`config.mk`:
```
export PLATFORM = sky130hd
export DESIGN_NAME = fetch_sequencer
export DESIGN_NICKNAME = d
export VERILOG_FILES = /design/src/rtl/fetch_sequencer.sv
export SDC_FILE = /design/constraint.sdc
export NUM_CORES = 1
export LEC_CHECK = 0
export CAP_MARGIN = 20
export CORE_UTILIZATION = 40
export CTS_BUF_LIST = sky130_fd_sc_hd__clkbuf_16
export DETAILED_ROUTE_END_ITERATION = 16
export GPL_TIMING_DRIVEN = 0
export PLACE_DENSITY_LB_ADDON = 0.08
export SYNTH_ARGS = -nofsm -noshare
export SYNTH_HDL_FRONTEND = slang
export SYNTH_SLANG_ARGS = --single-unit
```
`constraint.sdc`:
```
create_clock -name Clk -period 2.7 [get_ports Clk]
set_input_delay 0.27 -clock Clk [delete_from_list [all_inputs] [get_ports Clk]]
set_output_delay 0.27 -clock Clk [all_outputs]
set_load 0.01 [all_outputs]
```
`src/rtl/fetch_sequencer.sv`:
```
// fetch_sequencer
// Run-control and branch decode for the instruction fetch unit. A host
// request launches a program run from PC 0. The block then decodes absolute
// and relative branches from the ROM word while running. A run ends on HALT
// or after TIMEOUT run cycles, and the block then reports the cycle count and
// the PC where the run stopped.

module fetch_sequencer #(
    parameter int PC_W    = 10,
    parameter int INST_W  = 9,
    parameter int CNT_W   = 16,
    parameter int TIMEOUT = 1000
) (
    input  logic              Clk,
    input  logic              Reset,
    input  logic              Req,
    input  logic [PC_W-1:0]   ProgCtr,
    input  logic [INST_W-1:0] Inst,
    output logic              Start,
    output logic              BranchAbs,
    output logic              BranchRelEn,
    output logic [PC_W-1:0]   Target,
    output logic              Done,
    output logic              Timeout,
    output logic [CNT_W-1:0]  CycleCnt,
    output logic [PC_W-1:0]   HaltPC
);

    // Run-control states. LAUNCH forces PC to 0 for exactly one cycle.
    typedef enum logic [1:0] {
        IDLE   = 2'd0,
        LAUNCH = 2'd1,
        RUN    = 2'd2,
        DONE   = 2'd3
    } state_t;

    // Counter value in the last permitted RUN cycle.
    localparam logic [CNT_W-1:0]  LAST_CNT  = CNT_W'(TIMEOUT - 1);
    localparam logic [INST_W-1:0] HALT_INST = '1;
    localparam logic [2:0]        OP_ABS    = 3'b110;
    localparam logic [2:0]        OP_REL    = 3'b111;

    state_t state, state_next;

    // Instruction decode. This is valid in any state, but it is only used in RUN.
    logic            is_halt;
    logic            is_abs;
    logic            is_rel;
    logic            timeout_hit;
    logic            run_exit;
    logic [PC_W-1:0] abs_target;
    logic [PC_W-1:0] rel_target;

    assign is_halt     = (Inst == HALT_INST);
    assign is_abs      = (Inst[8:6] == OP_ABS);
    // The all-ones word shares the REL opcode. HALT wins.
    assign is_rel      = (Inst[8:6] == OP_REL) && !is_halt;
    assign abs_target  = PC_W'({Inst[5:0], 4'b0000});
    // The 6-bit offset is sign-extended. InstFetch adds it modulo 2^PC_W.
    assign rel_target  = PC_W'($signed(Inst[5:0]));
    assign timeout_hit = (CycleCnt == LAST_CNT);
    assign run_exit    = is_halt || timeout_hit;

    // State register. Reset forces IDLE at any time, including mid-run.
    always_ff @(posedge Clk or negedge Reset) begin
        if (!Reset) begin
            state <= IDLE;
        end else begin
            // NOTE: sequential state uses non-blocking assignments. Every
            // always_ff then samples pre-edge values regardless of ordering.
            state <= state_next;
        end
    end

    // Next-state and Moore/Mealy outputs. The fetch controls depend on Inst in RUN.
    always_comb begin
        // NOTE: every output and the next state get a default first. Any path
        // that does not assign them then cannot infer a latch.
        state_next  = state;
        Start       = 1'b1;
        BranchAbs   = 1'b0;
        BranchRelEn = 1'b0;
        Target      = '0;
        Done        = 1'b0;

        unique case (state)
            IDLE: begin
                if (Req) begin
                    state_next = LAUNCH;
                end
            end

            LAUNCH: begin
                // An absolute jump to 0 makes the first RUN cycle see PC 0.
                Start      = 1'b0;
                BranchAbs  = 1'b1;
                state_next = RUN;
            end

            RUN: begin
                if (run_exit) begin
                    // Start stays high with no branch, so the PC freezes where the run ended.
                    state_next = DONE;
                end else begin
                    Start       = 1'b0;
                    BranchAbs   = is_abs;
                    BranchRelEn = is_rel;
                    if (is_abs) begin
                        Target = abs_target;
                    end else if (is_rel) begin
                        Target = rel_target;
                    end
                end
            end

            DONE: begin
                Done = 1'b1;
                // Req must drop before another run can begin.
                if (!Req) begin
                    state_next = IDLE;
                end
            end

            default: begin
                state_next = IDLE;
            end
        endcase
    end

    // Run bookkeeping. LAUNCH clears, RUN counts, exit captures, DONE holds.
    always_ff @(posedge Clk or negedge Reset) begin
        if (!Reset) begin
            CycleCnt <= '0;
            Timeout  <= 1'b0;
            HaltPC   <= '0;
        end else begin
            case (state)
                LAUNCH: begin
                    CycleCnt <= '0;
                    Timeout  <= 1'b0;
                    HaltPC   <= '0;
                end

                RUN: begin
                    // The exit cycle counts as a RUN cycle.
                    CycleCnt <= CycleCnt + CNT_W'(1);
                    if (run_exit) begin
                        HaltPC  <= ProgCtr;
                        // HALT in the timeout cycle is a normal completion.
                        Timeout <= !is_halt;
                    end
                end

                default: begin
                end
            endcase
        end
    end

endmodule

```
Yosys cells after proc, flatten, opt, wreduce, memory -nomap -nowiden
Cells that the tools add are included.
- add/sub/neg operators: 1
- multiply operators: 0
- divide/modulo/power cells: 0
- $lt $le $gt $ge: 0
- equality and inequality tests: 10
- shifts and indexed selects: 0
- muxes and demuxes: 20
- bitwise gates (word level): 0
- reduce and logical (&&, ||, !) cells: 7
- operators with widths (kind ; number):
    $mux 10 ; 5
    $pmux 16 s2 ; 1
    $pmux 10 s2 ; 1
    $add 16x1->16 const B ; 1
    $eq 16x10->1 const B ; 1
    $eq 9x9->1 const B ; 1
    $pmux 2 s4 ; 1
    $eq 3x3->1 const B ; 2
    $mux 1 ; 6
    $mux 2 ; 3
    $ne 2x2->1 const B ; 3
    $pmux 1 s2 ; 3
    $eq 2x2->1 const B ; 2
    $reduce_and 3->1 ; 1
    $eq 2x1->1 const B ; 1
    $logic_not 2->1 ; 1
    $reduce_and 2->1 ; 1
    $reduce_bool 2->1 ; 1
    $logic_and 1x1->1 ; 1
    $logic_not 1->1 ; 1
    $logic_or 1x1->1 ; 1
- bits in registers: 29
- latch bits: 0
- RAM bits: 0
- bits in read-only memories: 0
- input bits: 22
- memories: 0

Depth between registers and ports, before layout
Gate-level depths: netlist of run 1.
- depth after elaboration: 7
- gate-level depth with buffers: 7

Worst setup path after synthesis of run 1
No wires, ideal clock.
- path kind: reg2out
- start: register CycleCnt[0]
- end: output port Start
- data arrival time: 1709 ps
- setup slack: 721 ps
- cell stages (with the launch flop): 7
- buffers on the path: 1
- cell sequence: dfrtp_1 > ha_1 > and4b_2 > nand4_1 > and2_1 > buf_2 > mux2i_1
- longest elaborated chain between the ends: 4
- ends and longest elaborated chain (element ; line ; source):
    start: declaration ; 25 ; output logic [CNT_W-1:0] CycleCnt,
    start signal: assignment ; 146 ; CycleCnt <= CycleCnt + CNT_W'(1);
    $eq 16x10->1 ; 61 ; assign timeout_hit = (CycleCnt == LAST_CNT);
    $logic_or 1x1->1 ; 62 ; assign run_exit = is_halt || timeout_hit;
    $mux 1 ; 101 ; if (run_exit) begin
    $pmux 1 s2 ; 86 ; unique case (state)
    end: declaration ; 19 ; output logic Start,
Every way passes these cells.

Final worst setup path of run 1
- start: register CycleCnt[1]
- end: output port Target[2]
- longest elaborated chain between the ends: 4
- ends and longest elaborated chain (element ; line ; source):
    $eq 16x10->1 ; 61 ;
    $logic_or 1x1->1 ; 62 ;
    $mux 10 ; 101 ;
    $mux 10 ; 86 ;
    end: declaration ; 22 ; output logic [PC_W-1:0] Target,
Every way passes these cells.

==> results of run 1 <==
[registers in the layout (all words and copies together) (netlist names)]
| signal | cells |
|---|---|
| Timeout | 1 |
| CycleCnt | 16 |
| HaltPC | 10 |
| state | 2 |
[final timing paths]
check                             from      endpoint
max                        CycleCnt[1]     Target[2]
min                              Reset   CycleCnt[9]
max reg2reg                   state[0]  CycleCnt[14]
min reg2reg                    Timeout       Timeout
max in group asynchronous        Reset   CycleCnt[0]
min in group Clk               Timeout       Timeout
[placed cells by master, fill, tap and decap left out, drive strengths merged, types with 6 or more instances in the layout]
cell type | Yosys | final
or3 | 6 | 6
a21oi | 9 | 9
nand4 | 17 | 17
nor2 | 11 | 11
clkbuf | 8 | 13
nand3 | 8 | 8
o211ai | 10 | 10
nand2 | 36 | 36
buf | 3 | 9
ha | 6 | 6
dfrtp | 29 | 29
inv | 6 | 7
o21ai | 8 | 8
clkdlybuf4s50 | 0 | 58
[final cells by class]
class                   instances  area [sq um]  area share, %
clock buffers                   5         125.1          4.728
well taps                      50         62.56          2.364
repair buffers                 68         691.9          26.15
inverters                       6         22.52         0.8511
plain buffers                  11         52.55          1.986
flip-flops and latches         29         728.2          27.52
clock inverters                 2         7.507         0.2837
multi-input cells             150         955.9          36.12
[per-layer routing]
metal	up-vias	global-route usage, %	wire [microns]
met5	-	0	0
met1	797	27.44	2023
met2	54	31.06	1936
met3	6	6.588	274
li1	860	-	-
met4	0	5.585	51
[per-stage QoR]
| stage | setup WS (ns) | hold WS, ns |
|---|---|---|
| global placement | -0.09279 | 0.5055 |
| detailed placement | -0.05775 | 0.5027 |
| finish | 0.09751 | 0.4387 |
| CTS | 0.02198 | 0.4616 |
| global route | -0.001697 | 0.4951 |
| floorplan | 0.7209 | -0.02559 |
[kinds of logic after synthesis]
group / share of synthesized area, %
buffers and inverters: 4.196
XOR/XNOR: 3.040
AO/OA/AOI/OAI: 13.82
adder cells (fa/ha/maj): 4.341
flip-flops: 41.97
AND/OR/NAND/NOR: 29.67
multiplexers: 2.967
[synth_stat cells (all sizes together) (2+ instances only)]
cell type / number / share of area [%]
and4: 3 / 1.6
xor2: 3 / 1.5
nor3: 3 / 0.87
dfrtp: 29 / 42
or3: 6 / 2.2
buf: 3 / 1.2
nand4: 17 / 7.0
nor2: 11 / 2.4
and3: 2 / 0.72
nand3: 8 / 2.3
inv: 6 / 1.3
nand2: 36 / 8.0
nand2b: 2 / 0.72
xnor2: 3 / 1.5
a21oi: 9 / 2.6
mux2i: 4 / 2.3
clkbuf: 8 / 1.7
a22o: 3 / 1.5
o211ai: 10 / 4.3
and2: 5 / 1.8
o21ai: 8 / 2.3
ha: 6 / 4.3
[power by group through the flow]
stage          Combinational [mW]  Sequential [mW]  Clock [mW]
2_1_floorplan               0.442            0.524           0
3_3_place_gp                0.725            0.523           0
3_5_place_dp                0.730            0.523           0
4_1_cts                     0.756            0.515       0.512
5_1_grt                     0.850            0.517       0.530
6_report                    0.773            0.511       0.500
[repair_timing]
action	4_1_cts	5_1_grt
endpoints found under the setup margin	12	11
pin swaps	0	0
gates resized for setup	10	4
buffers inserted	3	2
==> metrics.txt, run 1 <==
total of hold buffers inserted after clock tree synthesis 0; Design Area, Final 0.002646 sq mm; total number of yosys warnings 0; post-layout min period 2.602 ns; setup clock skew after layout 0.005312 ns; remaining antenna violation count after routing 0; share of post-route cells with drive strength above 1 10.70%; # placed instances 309; asr flop ratio synth 100.0%; area enclosed by the die boundary 0.004590 sq mm; Setup-failing EPs final 0; number of flops mapped to enable cells by yosys 0; Via-to-Cell Ratio 5.349; via count 1717; final total negative setup slack 0 ns; routed length per placed instance 13.35 microns; number of global-route vias before repair 1551; Internal 1.111 mW; Pre-antenna DRT Iters 4; maximum cell stage delay along the critical path 0.54 ns; Pwr Total 1.784 mW; number of placement rows 23; worst path cell trace ha_4 -> and4b_2 -> nand4_1 -> buf_4 -> and4_4 -> and2_1 -> clkdlybuf4s50_1; total number of cells along the worst setup path 7; Power Density 674.1 mW/mm^2; Die W 67.75 microns; Max-slew headroom 51.15%; global-route total usage across every layer 20.40%; height of the die 67.75 microns; library cell contributing the largest single delay on the critical path clkdlybuf4s50_1; number of CTS-inserted buffers 5; distinct cell type count after synthesis 37; Worst Hold Class primary input to asynchronous set/reset pin; TritonCTS sink count 29; Tcrit/Tclk final 96.39%; Max IR drop VDD 0.6488 mV; Top delay family on crit path simple AND/OR/NAND/NOR gates; sort of element at the end of the critical path output pin; clock tree root buffer cell clkbuf_16; number of cells traversed by the worst register-to-register path 7; largest net degree at the start of global routing 17; post-layout utilization of the core 64.76%; wire length of the first global-routing pass 7.017 mm; signal arrival time at the worst endpoint 2.33 ns; total wirelength of the detailed-routed design 4.285 mm; netlist area before placement 0.001729 sq mm; buffers from clock root to sink, at most 2; power spent charging and discharging nets 672.7 uW; number of synthesized register bits 29; clock latency reported for the late side of the worst-skew pair 0.27 ns; sequential-to-total area share from yosys stat 41.97%; Layout Cells excl Fill 321; fmax 0.3842 GHz; Leakage 1.108 nW; kind of start point of the critical path register; Critical Path Fanout Max 5; Clock transition at path regs 0.05 ns; initial antenna violation count 0; number of max-slew violations in the final report 0; maximum level of the CTS H-tree 2; switching share of total power 37.71%; Tightest Pin Transition 0.7305 ns; effective utilization at floorplan 42.31%; detailed-route DRC error count 0; antenna fix cells 0; combinational share of power 43.3%; Final GP Congestion 0.7677; worst-case register-to-register setup slack 0.61 ns; clock group share of total power 28.0%; port buffer count 62; clock tree from TritonCTS built; layout overhead on the synthesized area 53.04%; Avg Cell Area, Syn 8.822 sq um; number of nets produced by synthesis 224; fill cell instance count of the final layout 355; status complete, no violations; cell count after synthesis 196; endpoints failing hold 0; Core Region 0.004086 sq mm; I/O pins 63; top flip-flop cell by instance count after synthesis dfrtp_1; max_cap viols 0; count of buffering cells on the critical path with inverters included 2; grt ovf 0; CP Data Required Time 2.43 ns; Setup CP Type register to output pin; dpl hpwl 3.086 mm; count of routing violations after the opening detailed-route iteration 74; area of placed instances 0.002440 sq mm; sequential share of power 28.7%; nets 299
No activity file was read; power rests on OpenSTA's default activity.
==> inputs of run 2 (changes only) <==
--- a/config.mk
+++ b/config.mk
@@ -11,6 +11,8 @@
 export DETAILED_ROUTE_END_ITERATION = 16
 export GPL_TIMING_DRIVEN = 0
 export PLACE_DENSITY_LB_ADDON = 0.08
+export RECOVER_POWER = 100
+export SKIP_LAST_GASP = 1
 export SYNTH_ARGS = -nofsm -noshare
 export SYNTH_HDL_FRONTEND = slang
 export SYNTH_SLANG_ARGS = --single-unit
==> run 2 against run 1 <==
Effect of this change:
- final cell count is the same
- worst hold slack gained 0.017 ns
- sequential power is essentially flat
- register-to-register slack is essentially flat
- first-iteration DRC count shrank 2.7%
- critical path depth is the same
- non-clock buffer count is the same
- critical endpoint unchanged
- highest routed layer unchanged
==> metrics.txt, run 2 (synthesized netlist as in run 1, its figures left out) <==
Clock transition at path regs 0.05 ns (about the same); clock latency reported for the late side of the worst-skew pair 0.27 ns (about the same); pre-CTS setup slack -0.05775 ns (unchanged); signal arrival time at the worst endpoint 2.33 ns (about the same); sort of element at the end of the critical path output pin; wire length of the first global-routing pass 7.017 mm (unchanged); layout overhead on the synthesized area 51.66%; largest net degree at the start of global routing 17 (unchanged); flip-flop count of the largest register after layout 16 (unchanged); worst hold slack 0.4562 ns (+0.01747 ns); share of post-route cells with drive strength above 1 10.33% (-0.37 points); worst-case register-to-register setup slack 0.61 ns (about the same); via count 1722 (+0.29%); number of max-slew violations in the final report 0 (unchanged); FF-to-FF Start state[0]; buffers from clock root to sink, at most 2 (unchanged); most common cell after layout, fill and taps aside nand2_1; TritonCTS sink count 29 (unchanged); Tightest Pin Transition 0.9244 ns (+0.1939 ns); number of placement rows 23 (unchanged); start point of the critical path CycleCnt[1]; detailed-route DRC error count 0 (unchanged); Pre-antenna DRT Iters 4 (unchanged); CP Data Required Time 2.43 ns (about the same); destination of the critical timing path Target[2]; nets 299 (unchanged); total of hold buffers inserted after clock tree synthesis 0 (unchanged); worst reg2reg path endpoint CycleCnt[14]; endpoints failing hold 0 (unchanged); fill cell instance count of the final layout 359 (+1.1%); Via-to-Cell Ratio 5.364 (+0.29%); remaining antenna violation count after routing 0 (unchanged); grt ovf 0 (unchanged); count of routing violations after the opening detailed-route iteration 72 (-2.7%); total wirelength of the detailed-routed design 4.276 mm (-0.21%); clock tree from TritonCTS built; port buffer count 62 (unchanged); number of cells traversed by the worst register-to-register path 7 (unchanged); Max IR drop VDD 0.6464 mV (-0.37%); commonest non-fill, non-tap cells in the layout 35 x nand2_1, 29 x clkdlybuf4s50_1, 29 x dlygate4sd3_1; Tcrit/Tclk final 96.30% (about the same); FF/Latch Area 728.2 sq um (unchanged); fmax 0.3846 GHz (about the same); least setup slack across all paths after layout 0.09977 ns (+0.002259 ns); Power Density 673.9 mW/mm^2 (about the same); I/O pins 63 (unchanged); Max-slew headroom 38.37% (-13 points); status complete, no violations; number of global-route vias before repair 1551 (unchanged); Core Region 0.004086 sq mm (unchanged); area enclosed by the die boundary 0.004590 sq mm (unchanged); Critical Path Fanout Max 5 (unchanged); Worst Hold Class primary input to asynchronous set/reset pin; kind of start point of the critical path register; largest register by flop count CycleCnt; Final GP Congestion 0.7677 (unchanged); maximum level of the CTS H-tree 2 (unchanged); routed length per placed instance 13.32 microns (-0.21%); Setup-failing EPs final 0 (unchanged); RSZ-0062 raised after global routing false; height of the die 67.75 microns (unchanged); post-layout min period 2.600 ns (-0.002259 ns); Setup CP Type register to output pin; library cell contributing the largest single delay on the critical path clkdlybuf4s50_1; dpl hpwl 3.086 mm (unchanged); setup clock skew after layout 0.005761 ns (+0.0004491 ns); maximum cell stage delay along the critical path 0.54 ns (about the same); biggest registers after layout CycleCnt (16), HaltPC (10), state (2); initial antenna violation count 0 (unchanged); clock tree root buffer cell clkbuf_16; Die W 67.75 microns (unchanged); effective utilization at floorplan 42.31% (unchanged); worst path cell trace ha_4 -> and4b_2 -> nand4_1 -> buf_4 -> and4_4 -> and2_1 -> clkdlybuf4s50_1; number of CTS-inserted buffers 5 (unchanged); antenna fix cells 0 (unchanged); global-route total usage across every layer 20.40% (unchanged); Leakage 1.193 nW (+7.7%); area of the multi-input gates 955.9 sq um (unchanged); max_cap viols 0 (unchanged)
## run 2: cell types whose count changed in the layout (fill, tap and decap cells not counted)
cell	before	now
buf_16	1	0
clkbuf_1	6	7
clkdlybuf4s50_1	58	29
dlygate4sd3_1	0	29
## run 2: metal layers
layer	routed length, microns	part of all wire [%]	vias to the layer above	global-route usage (%)
met5	0	0	-	0
met4	41	0.96	0	5.585
met3	275	6.4	4	6.588
met2	1948	46	55	31.06
met1	2011	47	799	27.44
li1	-	-	864	-
## run 2: cell type report
cell class / instances / area share [%]
multi-input combinational: 150 / 36.45
timing repair buffer: 68 / 25.48
clock inverter: 2 / 0.2863
sequential: 29 / 27.77
tap: 50 / 2.385
buffer: 11 / 2.004
inverter: 6 / 0.8588
clock buffer: 5 / 4.771
## run 2: what timing repair did
action                     CTS  global route
buffers inserted             3             2
setup endpoints to repair   12            11
gates cloned                 0             0
gates resized for setup     10             4
## run 2: power breakdown
group	total (mW)	switching, mW	internal [mW]
clock	0.499	0.172	0.328
combinational	0.758	0.465	0.293
sequential	0.510	0.0338	0.476
## run 2: worst min path at each step
stage	startpoint	end	slack [ns]	depth (start not counted)
3_3_place_gp	Timeout	Timeout	0.51	1
5_1_grt	Reset	CycleCnt[8]	0.51	1
6_report	Reset	CycleCnt[9]	0.46	1
3_5_place_dp	Timeout	Timeout	0.50	1
2_1_floorplan	Reset	CycleCnt[0]	-0.03	0
4_1_cts	Reset	CycleCnt[9]	0.46	1
## run 2: worst max-delay path, delay by kind of cell, from the launching register on
kind | cells | cell delay (ns)
and+or+nand+nor | 4 | 0.76
DFF | 1 | 0.42
adders and majority gates | 1 | 0.18
buffers and inverters | 2 | 0.70
## run 2: per-stage QoR
stage                     total power, mW  instance area, sq um  cells  setup TNS (ns)  util, %
after floorplan                    0.9660                  1729    196               0        -
after global placement              1.248                  2412    308        -0.09279    59.03
after detailed placement            1.253                  2440    309        -0.05775    59.71
after CTS                           1.783                  2623    319               0    64.18
after global routing                1.880                  2623    321               0    64.18
final                               1.767                  2623    321               0    64.18
==> inputs of run 3 (changes only) <==
--- a/config.mk
+++ b/config.mk
@@ -5,9 +5,10 @@
 export SDC_FILE = /design/constraint.sdc
 export NUM_CORES = 1
 export LEC_CHECK = 0
+export ABC_AREA = 1
 export CAP_MARGIN = 20
-export CORE_UTILIZATION = 40
-export CTS_BUF_LIST = sky130_fd_sc_hd__clkbuf_16
+export CORE_UTILIZATION = 35
+export CTS_BUF_LIST = sky130_fd_sc_hd__clkbuf_4 sky130_fd_sc_hd__clkbuf_8 sky130_fd_sc_hd__clkbuf_16
 export DETAILED_ROUTE_END_ITERATION = 16
 export GPL_TIMING_DRIVEN = 0
 export PLACE_DENSITY_LB_ADDON = 0.08
==> run 3 against run 2 <==
Effect of this change:
- the run now ends with max-capacitance violations, max-slew violations left
- power down 13%
- area after synthesis up 4.8%
- fmax up 4.6%
- clock power down 28%
- die area up 19%
- non-clock buffer count down 11
- via count up 1.1%
- clock skew down 0.0011 ns
- first-iteration DRC count down 31%
==> metrics.txt, run 3 <==
Avg Cell Area, Syn 7.276 sq um (-18%); largest net degree at the start of global routing 30 (+13); sort of element at the end of the critical path output pin; area of the multi-input gates 894.6 sq um (-6.4%); max_cap viols 1 (+1); Top delay family on crit path buffers and inverters; via count 1741 (+1.1%); post-layout min period 2.486 ns (-0.1139 ns); commonest non-fill, non-tap cells in the layout 62 x nand2_1, 41 x nor2_1, 30 x inv_1, 30 x dlygate4sd3_1, 29 x clkdlybuf4s50_1; Synth top cells by count 61 x nand2_1, 39 x nor2_1, 30 x inv_1, 29 x dfrtp_1, 24 x nand3_1; share of post-route cells with drive strength above 1 10.03% (-0.30 points); antenna fix cells 0 (unchanged); Die W 73.95 microns (+9.1%); wire length of the first global-routing pass 6.927 mm (-1.3%); maximum level of the CTS H-tree 2 (unchanged); Via-to-Cell Ratio 4.510 (-16%); layout overhead on the synthesized area 41.51%; least setup slack across all paths after layout 0.2137 ns (+0.1139 ns); grt ovf 0 (unchanged); Max-slew headroom -9.307% (-48 points); kind of start point of the critical path register; worst reg2reg path endpoint CycleCnt[7]; library cell contributing the largest single delay on the critical path clkdlybuf4s50_1; distinct cell type count after synthesis 26 (-30%); total number of yosys warnings 0 (unchanged); height of the die 73.95 microns (+9.1%); number of global-route vias before repair 1585 (+2.2%); detailed-route DRC error count 0 (unchanged); remaining antenna violation count after routing 0 (unchanged); Tightest Pin Transition 1.640 ns (+0.7152 ns); routed length per placed instance 11.18 microns (-16%); global-route total usage across every layer 16.79% (-3.6 points); total of hold buffers inserted after clock tree synthesis 0 (unchanged); initial antenna violation count 0 (unchanged); flip-flop count of the largest register after layout 16 (unchanged); Clock transition at path regs 0.07 ns (+0.02 ns); maximum cell stage delay along the critical path 0.54 ns (about the same); number of flops mapped to enable cells by yosys 0 (unchanged); CP Data Required Time 2.43 ns (about the same); worst hold slack 0.3909 ns (-0.06527 ns); number of placement rows 25 (+8.7%); Setup-failing EPs final 0 (unchanged); asr flop ratio synth 100.0% (unchanged); nets 346 (+16%); CTS resizes 0 (-10); Worst Hold Class primary input to asynchronous set/reset pin; number of synthesized register bits 29 (unchanged); status complete, but fails checks; Max IR drop VDD 0.3330 mV (-48%); Setup CP Type register to output pin; effective utilization at floorplan 37.37% (-4.9 points); count of routing violations after the opening detailed-route iteration 50 (-31%); sequential-to-total area share from yosys stat 40.06% (-1.9 points); most common cell after layout, fill and taps aside nand2_1; largest register by flop count CycleCnt; number of max-slew violations in the final report 30 (+30); number of cells traversed by the worst register-to-register path 9 (+2); FF-to-FF Start state[0]; fill cell instance count of the final layout 480 (+34%); I/O pins 63 (unchanged); netlist area before placement 0.001812 sq mm (+4.8%); total wirelength of the detailed-routed design 4.317 mm (+0.96%); dpl hpwl 3.178 mm (+3.0%); area share of the leading cell type in the synthesized netlist 40.06% (-1.9 points); number of buffers inserted to repair setup after CTS 0 (-3); setup clock skew after layout 0.004611 ns (-0.001150 ns); Pre-antenna DRT Iters 4 (unchanged); cell with the most instances after synthesis nand2_1; Critical Path Fanout Max 10 (+5); cell count after synthesis 249 (+27%); worst-case register-to-register setup slack 0.61 ns (about the same); biggest registers after layout CycleCnt (16), HaltPC (10), state (2); Yosys top cell by area dfrtp_1; endpoints failing hold 0 (unchanged); buffers from clock root to sink, at most 2 (unchanged); pre-CTS setup slack 0.2847 ns (+0.3424 ns); final total negative setup slack 0 ns (unchanged); port buffer count 62 (unchanged); clock latency reported for the late side of the worst-skew pair 0.28 ns (about the same); Power Density 598.5 mW/mm^2 (-11%); count of buffering cells on the critical path with inverters included 5 (+3); Pwr Total 1.534 mW (-13%); clock tree from TritonCTS built; RSZ-0062 raised after global routing false; failing checks max-capacitance violations, max-slew violations; area of placed instances 0.002511 sq mm (+2.9%); fmax 0.4022 GHz (+4.6%); Core Region 0.004848 sq mm (+19%); main area contributors after synthesis dfrtp_1 40%, nand2_1 13%, nor2_1 8.1%; TritonCTS sink count 29 (unchanged); area enclosed by the die boundary 0.005468 sq mm (+19%); Leakage 1.363 nW (+14%); number of nets produced by synthesis 277 (+24%); FF/Latch Area 726.9 sq um (-0.17%); worst path cell trace inv_1 -> ha_1 -> buf_4 -> nand2_1 -> inv_1 -> nand2_2 -> inv_2 -> nand2_2 -> nor2_1 -> clkdlybuf4s50_1; clock tree root buffer cell clkbuf_8; signal arrival time at the worst endpoint 2.22 ns (-0.11 ns); Tcrit/Tclk final 92.08% (-4.2 points); number of CTS-inserted buffers 5 (unchanged); Final GP Congestion 0.7373 (-4.0%); Design Area, Final 0.002564 sq mm (-2.2%); top flip-flop cell by instance count after synthesis dfrtp_1
==> run 3: changes by cell type after synthesis, moves of 7 or more <==
| cell | before | now |
|---|---|---|
| o211ai_1 | 10 | 0 |
| nand2_1 | 35 | 61 |
| nand3_2 | 0 | 9 |
| nand4_1 | 16 | 2 |
| nand3_1 | 8 | 24 |
| nor2_1 | 11 | 39 |
| clkbuf_1 | 8 | 1 |
| inv_1 | 6 | 30 |
==> run 3: layer usage <==
metal | share of wire, % | track usage (%)
met4 | 0.88 | 4.915
met1 | 44 | 19.26
met2 | 49 | 30.30
met5 | 0 | 0
met3 | 5.9 | 4.743
==> run 3: worst max path at each step <==
stage	start	end	slack, ns	cells past startpoint
floorplan	CycleCnt[0]	Target[0]	1.00	10
global placement	Inst[4]	Start	0.29	9
detailed placement	Inst[4]	Start	0.28	9
CTS	CycleCnt[0]	Start	0.1	11
global route	state[0]	Target[1]	0.04	10
finish	state[0]	Target[9]	0.21	10
==> run 3: cell type report <==
cell class	instances	share of cell area, %
Multi-Input combinational cell	180	34.90
Timing Repair Buffer	62	23.82
Clock buffer	5	2.684
Sequential cell	29	28.36
Clock inverter	3	0.6833
Tap cell	67	3.270
Buffer	6	1.318
Inverter	34	4.978
==> run 3: cell families (layout without fill, tap and decap cells) <==
| group | after synthesis | in the layout | share of synthesized area [%] |
|---|---|---|---|
| xor+xnor | 1 | 1 | 0.4835 |
| buf+inv | 40 | 110 | 9.599 |
| simple gates | 150 | 150 | 38.81 |
| compound gates | 22 | 22 | 6.354 |
| flops | 29 | 29 | 40.06 |
| fa+ha+maj | 6 | 6 | 4.144 |
| mux | 1 | 1 | 0.5525 |
==> run 3: per-stage QoR <==
stage | instances | util, %
6_report | 386 | 52.88
5_1_grt | 386 | 52.88
4_1_cts | 386 | 53.57
3_5_place_dp | 378 | 51.79
3_3_place_gp | 378 | 51.90
2_1_floorplan | 249 | -
==> run 3: worst reg2reg max path, delay by kind of cell, from the launching register on <==
family / cells / cell delay [ns]
and+or+nand+nor: 4 / 0.60
buffers and inverters: 2 / 0.46
DFF: 1 / 0.41
adders and majority gates: 1 / 0.30
AOI/OAI and AO/OA: 2 / 0.23
==> run 3: power by group <==
group | leakage [nW] | switching [mW] | internal, mW
clock network | 0.0439 | 0.181 | 0.178
registers | 0.398 | 0.0396 | 0.468
logic | 0.921 | 0.429 | 0.239
